===== src/rtl/game_flow_controller.sv =====
// Flappy Bird game sequencer. It accumulates bird/pipe overlap per frame, runs the
// READY/PLAY/HIT/OVER flow, gates motion, issues flaps and keeps BCD scores.
module game_flow_controller #(
   parameter int          HIT_FRAMES    = 30,
   parameter int          OVER_FRAMES   = 60,
   parameter logic [11:0] SCORE_MAX_BCD = 12'h999
) (
   input  logic        clk,
   input  logic        Reset,
   input  logic        frame_tick,
   input  logic        pix_valid,
   input  logic        pipe_px,
   input  logic        pipe2_px,
   input  logic        bird_px,
   input  logic        bird_oob,
   input  logic        pipe_passed,
   input  logic        btn,
   output logic [1:0]  state,
   output logic        run,
   output logic        bird_en,
   output logic        flap,
   output logic        collide_frame,
   output logic        game_over,
   output logic [11:0] score,
   output logic [11:0] best
);

   localparam int MAX_FRAMES = (HIT_FRAMES > OVER_FRAMES) ? HIT_FRAMES : OVER_FRAMES;
   localparam int CNT_W      = $clog2(MAX_FRAMES + 1);
   localparam logic [CNT_W-1:0] HIT_LOAD  = CNT_W'(HIT_FRAMES - 1);
   localparam logic [CNT_W-1:0] OVER_LOAD = CNT_W'(OVER_FRAMES - 1);
   localparam logic [CNT_W-1:0] CNT_ZERO  = {CNT_W{1'b0}};
   localparam logic [CNT_W-1:0] CNT_ONE   = CNT_W'(1);

   typedef enum logic [1:0] {
      ST_READY = 2'd0,
      ST_PLAY  = 2'd1,
      ST_HIT   = 2'd2,
      ST_OVER  = 2'd3
   } state_t;

   state_t           state_r, state_nxt_s;
   logic [CNT_W-1:0] cnt_r, cnt_nxt_s;
   logic [11:0]      score_r, score_nxt_s, best_r, best_nxt_s;
   logic             flap_r, flap_nxt_s;
   logic             run_r, run_nxt_s, bird_en_r, bird_en_nxt_s, game_over_r, game_over_nxt_s;
   logic             btn_q_r, acc_r, collide_r;
   logic             rise_s, hit_s, collide_new_s;

   // Saturating three-digit BCD increment with per-digit carry.
   function automatic logic [11:0] bcd_inc(input logic [11:0] v);
      logic [11:0] r;
      r = v;
      if (v == SCORE_MAX_BCD) begin
         r = v;
      end else if (v[3:0] != 4'd9) begin
         r[3:0] = v[3:0] + 4'd1;
      end else if (v[7:4] != 4'd9) begin
         r[3:0] = 4'd0;
         r[7:4] = v[7:4] + 4'd1;
      end else begin
         r[7:0]  = 8'h00;
         r[11:8] = v[11:8] + 4'd1;
      end
      return r;
   endfunction

   assign rise_s        = btn & ~btn_q_r;
   assign hit_s         = pix_valid & bird_px & (pipe_px | pipe2_px);
   // A hit on the tick cycle itself belongs to the frame that is ending.
   assign collide_new_s = acc_r | hit_s | bird_oob;

   // Button edge detect and per-frame collision accumulator.
   always_ff @(posedge clk or negedge Reset) begin
      if (!Reset) begin
         btn_q_r   <= 1'b0;
         acc_r     <= 1'b0;
         collide_r <= 1'b0;
      end else begin
         btn_q_r <= btn;
         if (frame_tick) begin
            collide_r <= collide_new_s;
            acc_r     <= 1'b0;
         end else begin
            acc_r <= acc_r | hit_s;
         end
      end
   end

   // Next-state, counter, score and registered-output decode.
   always_comb begin
      state_nxt_s = state_r;
      cnt_nxt_s   = cnt_r;
      score_nxt_s = score_r;
      best_nxt_s  = best_r;
      flap_nxt_s  = 1'b0;
      case (state_r)
         ST_READY: begin
            if (rise_s) begin
               state_nxt_s = ST_PLAY;
               flap_nxt_s  = 1'b1;
               score_nxt_s = 12'h000;
            end else begin
               state_nxt_s = ST_READY;
            end
         end
         ST_PLAY: begin
            flap_nxt_s = rise_s;
            if (pipe_passed) begin
               score_nxt_s = bcd_inc(score_r);
            end else begin
               score_nxt_s = score_r;
            end
            if (frame_tick && collide_new_s) begin
               state_nxt_s = ST_HIT;
               cnt_nxt_s   = HIT_LOAD;
            end else begin
               state_nxt_s = ST_PLAY;
            end
         end
         ST_HIT: begin
            if (frame_tick && (cnt_r == CNT_ZERO)) begin
               state_nxt_s = ST_OVER;
               cnt_nxt_s   = OVER_LOAD;
               if (score_r > best_r) begin
                  best_nxt_s = score_r;
               end else begin
                  best_nxt_s = best_r;
               end
            end else if (frame_tick) begin
               cnt_nxt_s = cnt_r - CNT_ONE;
            end else begin
               cnt_nxt_s = cnt_r;
            end
         end
         ST_OVER: begin
            if (frame_tick && (cnt_r != CNT_ZERO)) begin
               cnt_nxt_s = cnt_r - CNT_ONE;
            end else begin
               cnt_nxt_s = cnt_r;
            end
            if (rise_s && (cnt_r == CNT_ZERO)) begin
               state_nxt_s = ST_READY;
            end else begin
               state_nxt_s = ST_OVER;
            end
         end
         default: begin
            state_nxt_s = ST_READY;
         end
      endcase

      run_nxt_s       = 1'b0;
      bird_en_nxt_s   = 1'b0;
      game_over_nxt_s = 1'b0;
      case (state_nxt_s)
         ST_PLAY: begin
            run_nxt_s     = 1'b1;
            bird_en_nxt_s = 1'b1;
         end
         ST_HIT:  bird_en_nxt_s   = 1'b1;
         ST_OVER: game_over_nxt_s = 1'b1;
         default: run_nxt_s       = 1'b0;
      endcase
   end

   // State register and registered outputs.
   always_ff @(posedge clk or negedge Reset) begin
      if (!Reset) begin
         state_r     <= ST_READY;
         cnt_r       <= CNT_ZERO;
         score_r     <= 12'h000;
         best_r      <= 12'h000;
         flap_r      <= 1'b0;
         run_r       <= 1'b0;
         bird_en_r   <= 1'b0;
         game_over_r <= 1'b0;
      end else begin
         state_r     <= state_nxt_s;
         cnt_r       <= cnt_nxt_s;
         score_r     <= score_nxt_s;
         best_r      <= best_nxt_s;
         flap_r      <= flap_nxt_s;
         run_r       <= run_nxt_s;
         bird_en_r   <= bird_en_nxt_s;
         game_over_r <= game_over_nxt_s;
      end
   end

   assign state         = state_r;
   assign run           = run_r;
   assign bird_en       = bird_en_r;
   assign flap          = flap_r;
   assign collide_frame = collide_r;
   assign game_over     = game_over_r;
   assign score         = score_r;
   assign best          = best_r;

endmodule


===== config.mk =====
export PLATFORM = sky130hd
export DESIGN_NAME = game_flow_controller
export DESIGN_NICKNAME = d
export VERILOG_FILES = /design/src/rtl/game_flow_controller.sv
export SDC_FILE = /design/constraint.sdc
export NUM_CORES = 1
export LEC_CHECK = 0
export CAP_MARGIN = 20
export CORE_MARGIN = 3
export CORE_UTILIZATION = 45
export DETAILED_ROUTE_END_ITERATION = 7
export GPL_TIMING_DRIVEN = 0
export HOLD_SLACK_MARGIN = 0.12
export PLACE_DENSITY = 0.7
export SLEW_MARGIN = 20
export SYNTH_ARGS = -nofsm -noshare
export SYNTH_HDL_FRONTEND = slang
export SYNTH_SLANG_ARGS = --single-unit

===== constraint.sdc =====
create_clock -name clk -period 4.3 [get_ports clk]
set_input_delay 0.43 -clock clk [delete_from_list [all_inputs] [get_ports clk]]
set_output_delay 0.43 -clock clk [all_outputs]
set_load 0.01 [all_outputs]

==> flow_summary.json, run 1 <==
{
  "status": "finished clean",
  "post-place-cells": 321,
  "ys_ff_latch": 39,
  "fin_area_sq_um": 2800,
  "worstSkewPairLatency_ns": 0.29,
  "cts_tree": "done",
  "setup_viol": 0,
  "power_density_nw_per_um2": 433,
  "critPathMaxFanout": 10,
  "seqPwrFrac": 0.436,
  "crit_path_max_incr_delay_ns": 0.45,
  "worstHoldPathType": "reg2reg",
  "wl_per_cell_um": 13.8,
  "die_y_um": 75.9,
  "report.power.total_mw": 1.21,
  "relSlewSlack": 0.511,
  "ant_nets": 0,
  "crit_type": "reg2reg",
  "syn_area_sq_um": 2200,
  "antenna_found_initial": 0,
  "synth_area_per_cell_sq_um": 10.2,
  "post_dp_cell_area_sq_um": 2700,
  "path_cells": "inv_1 -> ha_1 -> nor2b_1 -> nand2_1 -> nor4_1 -> o41a_2 -> buf_4 -> mux2_2",
  "firstDrtPassIters": 4,
  "worstMarginPinSlew_ns": 0.734,
  "post-cts-setup-buffer-count": 0,
  "start_kind": "flip-flop",
  "antenna_cells": 0,
  "syn_inst": 215,
  "clk_pin_slew_worst_paths_ns": 0.08,
  "overflow": 0,
  "clockBufferDepth": 2,
  "vias_per_cell": 5.22,
  "die_x_um": 75.9,
  "maxCapViolations": 0,
  "ioPinCount": 41,
  "gr-usage-all-layers": 0.173,
  "setup_tns_ns": 0,
  "cts_root_buf": "clkbuf_8",
  "nets": 296,
  "synth_nets": 247,
  "cts_sinks": 39,
  "crit_arrival_ns": 2.59,
  "max_freq_mhz": 416,
  "synthArstFlopShare": 1.00,
  "synthToLayoutAreaGrowth_pct": 27.1,
  "rsz0062_at_grt": "no",
  "postCtsHoldBufs": 1,
  "drc": 0,
  "maxSlewViolCount": 0,
  "p_switching_uw": 440,
  "fin_skew_ns": 0.00536,
  "stdcell_count": 330,
  "drt-initial-drc-count": 64,
  "drive_gt1_frac": 0.102,
  "cts_htree_levels": 2,
  "yosysWarnings": 0,
  "synth-main-ff-cell": "dfrtp_1",
  "wirelength_um": 4570,
  "cpMaxStageDelayCell": "nor4_1",
  "fin_crit_ns": 2.41,
  "p_int_uw": 770,
  "p_comb_frac": 0.359,
  "endpoint_kind": "flip-flop",
  "cp.required_ns": 4.48,
  "min_period_over_period": 0.560,
  "grt_pass1_vias": 1784,
  "grt_first_pass_wirelength_um": 8330,
  "synth-edff-count": 0,
  "synth_seq_area_share": 0.444,
  "design.die.area_sq_um": 5760,
  "leakagePower_nw": 1.24,
  "whs_ns": 0.516,
  "port_buffers": 40,
  "vias": 1723,
  "fillerInstances": 375,
  "place_congestion": 0.812,
  "grt_max_degree": 32,
  "initial_core_util": 0.485,
  "ir_worst_vdd_v": 0.000233,
  "finalHoldViolations": 0,
  "clkPwrFrac": 0.205,
  "fp-row-count": 24,
  "p_sw_frac": 0.363,
  "core_area_sq_um": 4530,
  "numCtsBuffers": 5,
  "dpl.hpwl_um": 3460,
  "cts-resized-gates": 0,
  "yosysUniqueCellTypes": 45
}
## cells in the mapped netlist, drive strengths merged, types with 4 or more instances
cell	number	share of area
o21ai	17	0.039
dfrtp	39	0.44
nand3	6	0.014
ha	22	0.13
nand4	5	0.014
nor2	17	0.029
nand2	10	0.017
a21oi	10	0.028
mux2	8	0.041
inv	23	0.039
nand2b	4	0.011
mux2i	6	0.027
nand3b	4	0.014
nor3	5	0.011
## cell usage in the layout (no fill, tap or decap), types with 2 or more instances in the layout
cell             Yosys  final
inv_1               23     23
xor2_1               2      2
dfrtp_1             39     39
nor3_1               5      5
clkdlybuf4s50_1      0     39
nand3b_1             4      4
or3_1                2      2
ha_1                22     22
clkbuf_8             0      5
mux2_2               8      8
mux2i_1              6      6
o41ai_1              2      2
nand4_1              5      5
o31ai_1              2      2
nor2b_1              3      3
nand2b_1             4      4
clkinvlp_4           0      2
a21boi_0             2      2
nand2_1             10     10
a21o_1               3      3
o21ai_0             16     16
o22ai_1              2      2
nor2_1              17     17
nand3_1              6      6
a21oi_1              9      9
## power by group through the flow
stage          Sequential, mW  Clock (mW)  Combinational [mW]
3_3_place_gp            0.533           0               0.425
6_report                0.528       0.247               0.434
2_1_floorplan           0.537           0               0.246
5_1_grt                 0.546       0.270               0.494
4_1_cts                 0.528       0.255               0.441
3_5_place_dp            0.535           0               0.438
## critical path, delay by kind of cell, from the launching register on
family / cells / cell delay [ns]
muxes: 1 / 0.36
adders and majority gates: 1 / 0.14
DFF: 1 / 0.44
buffers and inverters: 2 / 0.32
and+or+nand+nor: 3 / 0.77
AOI/OAI and AO/OA: 1 / 0.27
## kinds of logic (layout without fill, tap and decap cells)
| group | after synthesis | after routing | share of synthesized area |
|---|---|---|---|
| flip-flops | 39 | 39 | 0.444 |
| AO/OA/AOI/OAI | 51 | 51 | 0.163 |
| multiplexers | 14 | 14 | 0.0683 |
| AND/OR/NAND/NOR | 61 | 61 | 0.142 |
| buffers and inverters | 26 | 76 | 0.0495 |
| adder cells (fa/ha/maj) | 22 | 22 | 0.125 |
| XOR/XNOR | 2 | 2 | 0.00797 |
## sequential cells by signal, summed over array words and instances (netlist names)
name / flops
best: 12
score: 12
cnt_r: 6
state: 2
acc_r: 1
bird_en: 1
btn_q_r: 1
collide_frame: 1
flap: 1
game_over: 1
run: 1
## area by class of cell
type	count	area, sq um	area share
Clock inverter	3	20.0	0.00716
Sequential cell	39	976	0.349
Multi-Input combinational cell	150	1110	0.399
Timing Repair Buffer	42	425	0.152
Tap cell	65	81.3	0.0291
Clock buffer	5	68.8	0.0246
Inverter	23	86.3	0.0309
Buffer	3	22.5	0.00806
## layer usage
metal	wire length, um	global-route usage	up-vias
li1	-	-	866
met3	177	0.0320	5
met5	0	0	-
met4	34	0.0380	0
met1	2190	0.235	813
met2	2170	0.289	39
## worst paths after layout
path	from	end	slack [ns]	cells past startpoint
min in group asynchronous	Reset	best[2]	0.53	2
hold reg to reg	acc_r	acc_r	0.52	2
max in group asynchronous	Reset	best[10]	3.33	3
setup reg to reg	cnt_r[0]	best[2]	1.89	8
hold / removal	acc_r	acc_r	0.52	2
setup / recovery	cnt_r[0]	best[2]	1.89	8
## per-stage QoR
step,setup WS [ns],utilization
floorplan,2.19,-
global placement,1.76,0.591
detailed placement,1.79,0.595
CTS,1.92,0.616
global route,1.67,0.616
finish,1.89,0.616
Note: power is estimated with default switching activity, not from simulation.
==> run 2: changes to the inputs <==
--- a/config.mk
+++ b/config.mk
@@ -11,7 +11,7 @@
 export DETAILED_ROUTE_END_ITERATION = 7
 export GPL_TIMING_DRIVEN = 0
 export HOLD_SLACK_MARGIN = 0.12
-export PLACE_DENSITY = 0.7
+export PLACE_DENSITY = 0.73
 export SLEW_MARGIN = 20
 export SYNTH_ARGS = -nofsm -noshare
 export SYNTH_HDL_FRONTEND = slang
==> constraint.sdc (replaced) <==
create_clock -name clk -period 2.2 [get_ports clk]
set_input_delay 0.22 -clock clk [delete_from_list [all_inputs] [get_ports clk]]
set_output_delay 0.22 -clock clk [all_outputs]
set_load 0.01 [all_outputs]
==> run 2 against run 1 <==
Net effect: non-clock buffer count is 3 higher; fmax is 15% higher; clock power is 91% higher; global-route usage is 0.56 points lower; routed wire length is 0.68% higher; critical endpoint is now best[0]; highest routed layer unchanged.
==> flow_summary.json, run 2 (synthesized netlist as in run 1, its figures left out) <==
{
  "overflow": 0,
  "ir_worst_vdd_v": 0.000551,
  "leakagePower_nw": 1.27,
  "grt_pass1_vias": 1790,
  "clkPwrFrac": 0.196,
  "dpl.hpwl_um": 3420,
  "max_freq_mhz": 479,
  "p_comb_frac": 0.371,
  "report.power.total_mw": 2.40,
  "drt-initial-drc-count": 66,
  "wl_per_cell_um": 13.8,
  "worstSkewPairLatency_ns": 0.29,
  "initial_core_util": 0.485,
  "cts_htree_levels": 2,
  "cp.required_ns": 2.38,
  "gr-usage-all-layers": 0.167,
  "drc": 0,
  "wirelength_um": 4600,
  "setup_tns_ns": 0,
  "post-place-ws_ns": -0.140,
  "finalHoldViolations": 0,
  "path_cells": "inv_2 -> ha_4 -> nor2b_1 -> o211ai_1 -> a211oi_2 -> o41a_2 -> buf_6 -> mux2_2",
  "grt_first_pass_wirelength_um": 8070,
  "vias_per_cell": 5.27,
  "setup_ws_ns": 0.113,
  "maxSlewViolCount": 0,
  "cts_root_buf": "clkbuf_8",
  "vias": 1754,
  "layout_commonest_cell": "clkdlybuf4s50_1",
  "fin_area_sq_um": 2880,
  "ioPinCount": 41,
  "seqPwrFrac": 0.433,
  "cpMaxStageDelayCell": "o41a_2",
  "critPathMaxFanout": 10,
  "antenna_cells": 0,
  "start_kind": "flip-flop",
  "fp-row-count": 24,
  "relSlewSlack": 0.640,
  "synthToLayoutAreaGrowth_pct": 30.9,
  "p_int_mw": 1.52,
  "min_period_over_period": 0.948,
  "fin_crit_ns": 2.09,
  "setup_viol": 0,
  "nets": 299,
  "maxCapViolations": 0,
  "final_cell_mix": "clkdlybuf4s50_1, dfrtp_1, inv_1",
  "drive_gt1_frac": 0.149,
  "port_buffers": 40,
  "place_congestion": 0.755,
  "worstHoldPathType": "in2async",
  "status": "finished clean",
  "clk_pin_slew_worst_paths_ns": 0.08,
  "endpoint_kind": "flip-flop",
  "critPathBufInv": 2,
  "crit_path_max_incr_delay_ns": 0.40,
  "design.die.area_sq_um": 5760,
  "clockBufferDepth": 2,
  "ant_nets": 0,
  "worstMarginPinSlew_ns": 0.536,
  "die_y_um": 75.9,
  "numCtsBuffers": 5,
  "firstDrtPassIters": 4,
  "cts_tree": "done",
  "crit_arrival_ns": 2.27,
  "fin_skew_ns": 0.00821,
  "post-place-cells": 321,
  "cts_sinks": 39,
  "die_x_um": 75.9,
  "core_area_sq_um": 4530,
  "grt_max_degree": 21,
  "crit_type": "reg2reg",
  "post_dp_cell_area_sq_um": 2700,
  "p_sw_frac": 0.366,
  "p_switching_uw": 879,
  "worst_path_dominant_cell_family": "compound AO/OA/AOI/OAI gates",
  "power_density_nw_per_um2": 835,
  "antenna_found_initial": 0,
  "stdcell_count": 333,
  "fillerInstances": 394
}
==> run 2: routing by layer <==
layer / vias to the layer above / share of wire / GRT usage
met5: - / 0 / 0
met4: 0 / 0.011 / 0.0489
met1: 843 / 0.47 / 0.216
met3: 6 / 0.038 / 0.0308
li1: 868 / - / -
met2: 37 / 0.48 / 0.286
==> run 2: path summary, 6_finish.rpt <==
path / from / slack [ns] / end / cells after the start
max: best[1] / 0.11 / best[0] / 8
min: Reset / 0.42 / best[0] / 2
max reg2reg: best[1] / 0.11 / best[0] / 8
min reg2reg: cnt_r[4] / 0.52 / cnt_r[4] / 1
max in group asynchronous: Reset / 1.29 / cnt_r[0] / 3
min in group clk: btn / 0.44 / btn_q_r / 1
==> run 2: area by class of cell <==
type | count | area, sq um | share of cell area
sequential | 39 | 977 | 0.339
tap | 65 | 81.3 | 0.0282
inverter | 23 | 86.3 | 0.0300
buffer | 3 | 26.3 | 0.00913
multi-input combinational | 150 | 1170 | 0.406
clock inverter | 3 | 15.0 | 0.00522
clock buffer | 5 | 68.8 | 0.0239
timing repair buffer | 45 | 455 | 0.158
==> run 2: what timing repair did <==
item                                   4_1_cts  5_1_grt
gates cloned                                 0        0
endpoints found under the hold margin       19        0
hold buffers                                 1        0
pin swaps                                    2        3
setup endpoints to repair                    7       12
gates resized for setup                      5        7
setup buffers                                1        2
==> run 2: per-stage QoR <==
stage / hold slack [ns] / utilization
5_1_grt: 0.445 / 0.635
3_3_place_gp: 0.482 / 0.591
3_5_place_dp: 0.223 / 0.596
4_1_cts: 0.431 / 0.625
6_report: 0.422 / 0.635
2_1_floorplan: -0.0756 / -
==> run 2: power groups by stage <==
stage / registers [mW] / clock network [mW] / logic (mW)
CTS: 1.03 / 0.490 / 0.885
floorplan: 1.05 / 0 / 0.482
global placement: 1.04 / 0 / 0.829
global route: 1.07 / 0.517 / 1.00
finish: 1.04 / 0.472 / 0.892
detailed placement: 1.04 / 0 / 0.853
